<file path="src/rtl/idct_transpose_buffer_pkg.sv">
// Shared constants, bank-state encoding and addressing helper for the IDCT
// transpose buffer.
package idct_transpose_buffer_pkg;

  localparam int IDCT_DATA_WIDTH = 16;
  localparam int IDCT_BLOCK_SIZE = 64;
  localparam int IDCT_PTR_WIDTH  = $clog2(IDCT_BLOCK_SIZE);
  localparam int IDCT_RAM_AWIDTH = IDCT_PTR_WIDTH + 1;

  typedef enum logic [1:0] {
    BANK_EMPTY   = 2'b00,
    BANK_FILLING = 2'b01,
    BANK_FULL    = 2'b10
  } bank_state_e;

  typedef logic [IDCT_PTR_WIDTH-1:0] ptr_t;

  localparam ptr_t PTR_LAST = ptr_t'(IDCT_BLOCK_SIZE - 1);

  // Element k of the column-major replay lives at row k[2:0], col k[5:3].
  function automatic ptr_t col_major_addr(input ptr_t rp);
    return {rp[2:0], rp[5:3]};
  endfunction

endpackage

</file>
<file path="src/rtl/idct_transpose_ram.sv">
// Two-bank 64-entry RAM: one write port, one registered read port,
// addressed as {bank, offset}.
module idct_transpose_ram
  import idct_transpose_buffer_pkg::*;
#(
  parameter int DATA_WIDTH = IDCT_DATA_WIDTH
) (
  input  logic                       clk,
  input  logic                       rd_clear,
  input  logic                       wr_en,
  input  logic [IDCT_RAM_AWIDTH-1:0] wr_addr,
  input  logic [DATA_WIDTH-1:0]      wr_data,
  input  logic                       rd_en,
  input  logic [IDCT_RAM_AWIDTH-1:0] rd_addr,
  output logic [DATA_WIDTH-1:0]      rd_data
);

  logic [DATA_WIDTH-1:0] mem [0:2*IDCT_BLOCK_SIZE-1];

  // NOTE: the array is never reset so it can map onto block RAM; only the
  // read register clears, which is what the outside world observes.
  always_ff @(posedge clk) begin
    if (wr_en) begin
      mem[wr_addr] <= wr_data;
    end
  end

  // The read register holds its value whenever rd_en is low.
  always_ff @(posedge clk) begin
    if (rd_clear) begin
      rd_data <= '0;
    end else if (rd_en) begin
      rd_data <= mem[rd_addr];
    end
  end

endmodule

</file>
<file path="src/rtl/idct_transpose_buffer.sv">
// Ping-pong 8x8 transpose buffer: raster-order writes, column-major replay.
// Optional input saturation to CLIP_WIDTH bits when IDCT_TRANSPOSE_SAT_EN is defined.
module idct_transpose_buffer
  import idct_transpose_buffer_pkg::*;
#(
  parameter int DATA_WIDTH = IDCT_DATA_WIDTH,
  parameter int CLIP_WIDTH = 12
) (
  input  logic                  clk,
  input  logic                  reset,
  input  logic                  flush,
  input  logic [DATA_WIDTH-1:0] in_data,
  input  logic                  in_valid,
  output logic                  in_ready,
  output logic [DATA_WIDTH-1:0] out_data,
  output logic                  out_valid,
  input  logic                  out_ready,
  output logic                  out_first,
  output logic                  out_last
);

`ifdef IDCT_TRANSPOSE_SAT_EN
  localparam bit SAT_EN = 1'b1;
`else
  localparam bit SAT_EN = 1'b0;
`endif

  localparam logic signed [DATA_WIDTH-1:0] SAT_MAX = DATA_WIDTH'((2 ** (CLIP_WIDTH - 1)) - 1);
  localparam logic signed [DATA_WIDTH-1:0] SAT_MIN = DATA_WIDTH'(-(2 ** (CLIP_WIDTH - 1)));

  bank_state_e bank_state [2];
  bank_state_e bank_next  [2];

  logic                  clear;
  logic                  wr_bank;
  logic                  rd_bank;
  ptr_t                  wp;
  ptr_t                  rp;
  logic                  in_xfer;
  logic                  out_xfer;
  logic                  rd_en;
  logic                  rd_sel;
  ptr_t                  rd_elem;
  logic [DATA_WIDTH-1:0] store_data;

  assign clear    = reset | flush;
  assign in_xfer  = in_valid & in_ready;
  assign out_xfer = out_valid & out_ready;

  // Saturation is pure combinational logic in front of the write port.
  always_comb begin
    store_data = in_data;
    if (SAT_EN) begin
      if ($signed(in_data) > SAT_MAX) begin
        store_data = SAT_MAX;
      end else if ($signed(in_data) < SAT_MIN) begin
        store_data = SAT_MIN;
      end
    end
  end

  // Bank state register.
  // NOTE: reset here is synchronous, so it lives inside the clocked block and
  // flush shares the same path with priority over every transfer.
  always_ff @(posedge clk) begin
    if (clear) begin
      bank_state[0] <= BANK_EMPTY;
      bank_state[1] <= BANK_EMPTY;
    end else begin
      bank_state[0] <= bank_next[0];
      bank_state[1] <= bank_next[1];
    end
  end

  // Bank next-state: a bank only leaves FULL on the transfer of its last element.
  always_comb begin
    for (int b = 0; b < 2; b++) begin
      bank_next[b] = bank_state[b];
      unique case (bank_state[b])
        BANK_EMPTY: begin
          if (in_xfer && (wr_bank == 1'(b))) begin
            bank_next[b] = BANK_FILLING;
          end
        end
        BANK_FILLING: begin
          if (in_xfer && (wr_bank == 1'(b)) && (wp == PTR_LAST)) begin
            bank_next[b] = BANK_FULL;
          end
        end
        BANK_FULL: begin
          if (out_xfer && (rd_bank == 1'(b)) && (rp == PTR_LAST)) begin
            bank_next[b] = BANK_EMPTY;
          end
        end
        default: bank_next[b] = BANK_EMPTY;
      endcase
    end
  end

  // Outputs derived from registered state only, so out_ready never reaches in_ready.
  always_comb begin
    in_ready  = (bank_state[wr_bank] != BANK_FULL);
    out_first = out_valid && (rp == '0);
    out_last  = out_valid && (rp == PTR_LAST);
  end

  // Read issue: rp names the element in the output register, so the RAM is
  // always fetching the element after it.
  // NOTE: every signal gets a default before the branches; without them this
  // block would infer latches.
  always_comb begin
    rd_en   = 1'b0;
    rd_sel  = rd_bank;
    rd_elem = rp;
    if (!out_valid) begin
      rd_en = (bank_state[rd_bank] == BANK_FULL);
    end else if (out_ready) begin
      if (rp != PTR_LAST) begin
        rd_en   = 1'b1;
        rd_elem = rp + 1'b1;
      end else if (bank_state[~rd_bank] == BANK_FULL) begin
        rd_en   = 1'b1;
        rd_sel  = ~rd_bank;
        rd_elem = '0;
      end
    end
  end

  // Pointers, bank selects and output valid.
  // NOTE: non-blocking assignments throughout so every register samples the
  // pre-edge value of its neighbours.
  always_ff @(posedge clk) begin
    if (clear) begin
      wp        <= '0;
      rp        <= '0;
      wr_bank   <= 1'b0;
      rd_bank   <= 1'b0;
      out_valid <= 1'b0;
    end else begin
      if (in_xfer) begin
        wp <= wp + 1'b1;
        if (wp == PTR_LAST) begin
          wr_bank <= ~wr_bank;
        end
      end
      if (out_xfer) begin
        rp <= rp + 1'b1;
        if (rp == PTR_LAST) begin
          rd_bank <= ~rd_bank;
        end
      end
      if (rd_en) begin
        out_valid <= 1'b1;
      end else if (out_xfer) begin
        out_valid <= 1'b0;
      end
    end
  end

  idct_transpose_ram #(
    .DATA_WIDTH (DATA_WIDTH)
  ) u_ram (
    .clk      (clk),
    .rd_clear (clear),
    .wr_en    (in_xfer & ~clear),
    .wr_addr  ({wr_bank, wp}),
    .wr_data  (store_data),
    .rd_en    (rd_en & ~clear),
    .rd_addr  ({rd_sel, col_major_addr(rd_elem)}),
    .rd_data  (out_data)
  );

endmodule

</file>
<file path="config.mk">
export PLATFORM = sky130hd
export DESIGN_NAME = idct_transpose_buffer
export DESIGN_NICKNAME = d
export VERILOG_FILES = /design/src/rtl/idct_transpose_buffer_pkg.sv /design/src/rtl/idct_transpose_ram.sv /design/src/rtl/idct_transpose_buffer.sv
export SDC_FILE = /design/constraint.sdc
export NUM_CORES = 2
export LEC_CHECK = 0
export ABC_AREA = 1
export CORE_MARGIN = 1.5
export CORE_UTILIZATION = 35
export CTS_BUF_LIST = sky130_fd_sc_hd__clkbuf_4 sky130_fd_sc_hd__clkbuf_8
export CTS_CLUSTER_SIZE = 20
export DETAILED_ROUTE_END_ITERATION = 12
export GPL_ROUTABILITY_DRIVEN = 0
export GPL_TIMING_DRIVEN = 0
export PLACE_DENSITY = 0.49
export SLEW_MARGIN = 30
export SYNTH_ARGS = -nofsm -noshare
export SYNTH_HDL_FRONTEND = slang
export SYNTH_SLANG_ARGS = --single-unit
</file>
<file path="constraint.sdc">
create_clock -name clk -period 5.57 [get_ports clk]
set_input_delay 1.114 -clock clk [delete_from_list [all_inputs] [get_ports clk]]
set_output_delay 1.114 -clock clk [all_outputs]
set_load 0.01 [all_outputs]
</file>
==> qor.csv <==
metric,value,unit
GRT Util Overall,26.9,%
Peak VDD IR,0.000215,V
"Slew Viols, Final",0,
M3 GR Usage,5.92,%
global-route wire length before repair,495,mm
worst-skew pair later-pin latency,1.13,ns
Critical Path Start Type,primary input,
initial antenna violation count,23,
Hold Crit Start,in_data[13],
Ports,41,
CTS max path bufs,4,
clock skew,0.0888,ns
Inst Count DP,11800,
Initial DRT Pass Iterations,8,
final setup margin,0.613,ns
most frequent cells in the layout,"2,048 x edfxtp_1, 1,926 x nand3_1, 1,544 x nand2_1, 1,125 x inv_1, 697 x nand3b_1",
Post-CTS Hold Fix Bufs,0,
CTS buffer count,375,
CP endpoint kind,flop,
hold_ws,0.384,ns
htree depth,5,
RSZ-0062 raised after global routing,no,
die area,264000,um^2
# nets final,8818,
pin count of the biggest net entering global routing,79,
minimum clock period,4.96,ns
area grow syn2layout,17.4,%
Initial Utilization,35.2,%
share of cells above drive strength 1,13.2,%
number of max-cap violations,0,
DR iter-0 viols,9271,
CTS tree,built,
Synth Warn #,0,
Setup crit start,out_ready,
post-CTS sizing,0,
leakage,39.9,nW
Max Fanout on Critical Path,11,
fmax,202,MHz
Synth area leader,edfxtp_1,
share of flip-flops with an asynchronous set or reset,0,%
Pwr Density,295,nW/um^2
Final Setup Violations,0,
Mapped Cells,8240,
Worst-Margin Slew,1.10,ns
total power,31.6,mW
CP Class,in2reg,
Clock Sinks,2085,
Critical R2R Launch,rp[1],
count of cell types in the netlist,36,
Die W,513,um
Routed Antenna Nets,0,
Final Non-Filler Cells,12500,
status,"complete, no violations",
Synth area leaders,"edfxtp_1 67%, nand3_1 11%, nand2_1 6.4%",
Via density,5.40,
DR DRC count,0,
drt wl/cell,29.0,um
Place WS,-0.212,ns
# fillers,24800,
register area share after synthesis,68.2,%
CTS Root Cell,clkbuf_8,
"flops & latches, synth",2085,
via count,67300,
Hold WC Path Type,in2reg,
number of flops mapped to enable cells by yosys,2048,
Post-Syn Area per Cell,11.1,um^2
Site Rows,187,
met2 global-route usage,39.8,%
CP Data Required Time,6.58,ns
Core Box Area,259000,um^2
Slew Limit Headroom,26.8,%
post-route core utilization,41.3,%
M1 GR Usage,37.2,%
Yosys top cell area share,67.4,%
Post-Syn Nets,8264,
"commonest non-fill, non-tap cell in the layout",edfxtp_1,
Synth Flop Type,edfxtp_1,
"CTS clk-pin slew, worst paths",0.06,ns
vias in the first global route,63300,
"Cell Area, Synth",91200,um^2
Detailed Place HPWL,253,mm
"Hold Vio Cnt, Final",0,
"wirelength, routed",361,mm
CP arrival,5.97,ns
Setup Buffers After CTS,0,
die span in y,513,um
GR peak layer,met2,
Congestion Overflow GR,0,
crit share post-route,89.0,%
I/O Buffers,40,
-- report_power, final --
part           total (mW)  internal [mW]  switching [mW]
Clock                13.9           7.45            6.49
Sequential           17.2           17.2         0.00167
Combinational       0.481         0.0734           0.407
Total                31.6           24.8            6.90
-- worst max-delay path, cell delays in order --
cell	delay, ns
clkdlybuf4s50_1	0.50
nand2_2	0.14
o21ai_0	0.24
nand2_1	0.07
inv_1	0.08
nand2_2	0.24
clkinv_2	0.42
buf_2	0.58
buf_2	0.39
nand3_1	0.12
nand3_1	0.10
nand3_1	0.21
nand2_1	0.25
nand2_1	0.10
nand2_1	0.44
nand2_1	0.33
nand3_1	0.14
nand2_1	0.22
a21oi_1	0.19
-- through the flow --
stage,setup TNS (ns),instance area (um^2)
after floorplan,0,91200
after global placement,-5592.31,95900
after detailed placement,-0.919,100000
after CTS,0,107000
after global routing,0,107000
final,0,107000
-- cells by family (layout without fill, tap and decap cells) --
group	Yosys count	after routing	share of synthesized area, %
flops	2085	2085	68.2
xor+xnor	1	1	0.00961
other cells	0	10	0
simple gates	4337	4337	23.4
fa+ha+maj	3	3	0.0412
compound gates	135	135	0.868
buf+inv	1679	2496	7.40
-- flip-flops by register name, indices dropped and copies added (netlist names), named ones only --
name	cells
u_ram.rd_data	16
wr_bank	1
rd_bank	1
rp	6
bank_state	4
out_valid	1
u_ram.mem	2048
wp	6
-- synthesized netlist by cell type, types with 6 or more instances --
| master | instances |
|---|---|
| nand2_1 | 1544 |
| clkbuf_1 | 189 |
| dfxtp_1 | 37 |
| edfxtp_1 | 2048 |
| buf_2 | 301 |
| o21ai_0 | 26 |
| buf_1 | 45 |
| nor2_1 | 151 |
| nand3_1 | 1926 |
| buf_4 | 9 |
| a21oi_1 | 48 |
| nor3_1 | 6 |
| inv_1 | 1125 |
| o211ai_1 | 40 |
| o21ai_1 | 15 |
| nand3b_1 | 697 |
-- layout make-up --
class / instances / area (um^2) / share of cell area (%)
Multi-Input combinational cell: 4476 / 23200 / 21.6
Clock buffer: 527 / 6370 / 5.95
Buffer: 548 / 2530 / 2.36
Inverter: 1131 / 4250 / 3.97
Tap cell: 3402 / 4260 / 3.97
Clock inverter: 113 / 579 / 0.541
Timing Repair Buffer: 177 / 3680 / 3.44
Antenna cell: 10 / 25.0 / 0.0234
Sequential cell: 2085 / 62200 / 58.1
-- metal layers --
layer	vias to the layer above	share of wire [%]
li1	29500	-
met1	33500	42
met2	3655	43
met3	676	9.9
met4	2	5.4
met5	-	0.0039
-- final timing paths --
check	endpoint	slack [ns]	depth (start not counted)
setup / recovery	u_ram.rd_data[9]	0.61	19
hold / removal	u_ram.mem[73][13]	0.38	1
setup reg to reg	u_ram.rd_data[9]	0.63	20
hold reg to reg	bank_state[1][0]	0.47	1
Power figures use the tool's default switching activity.
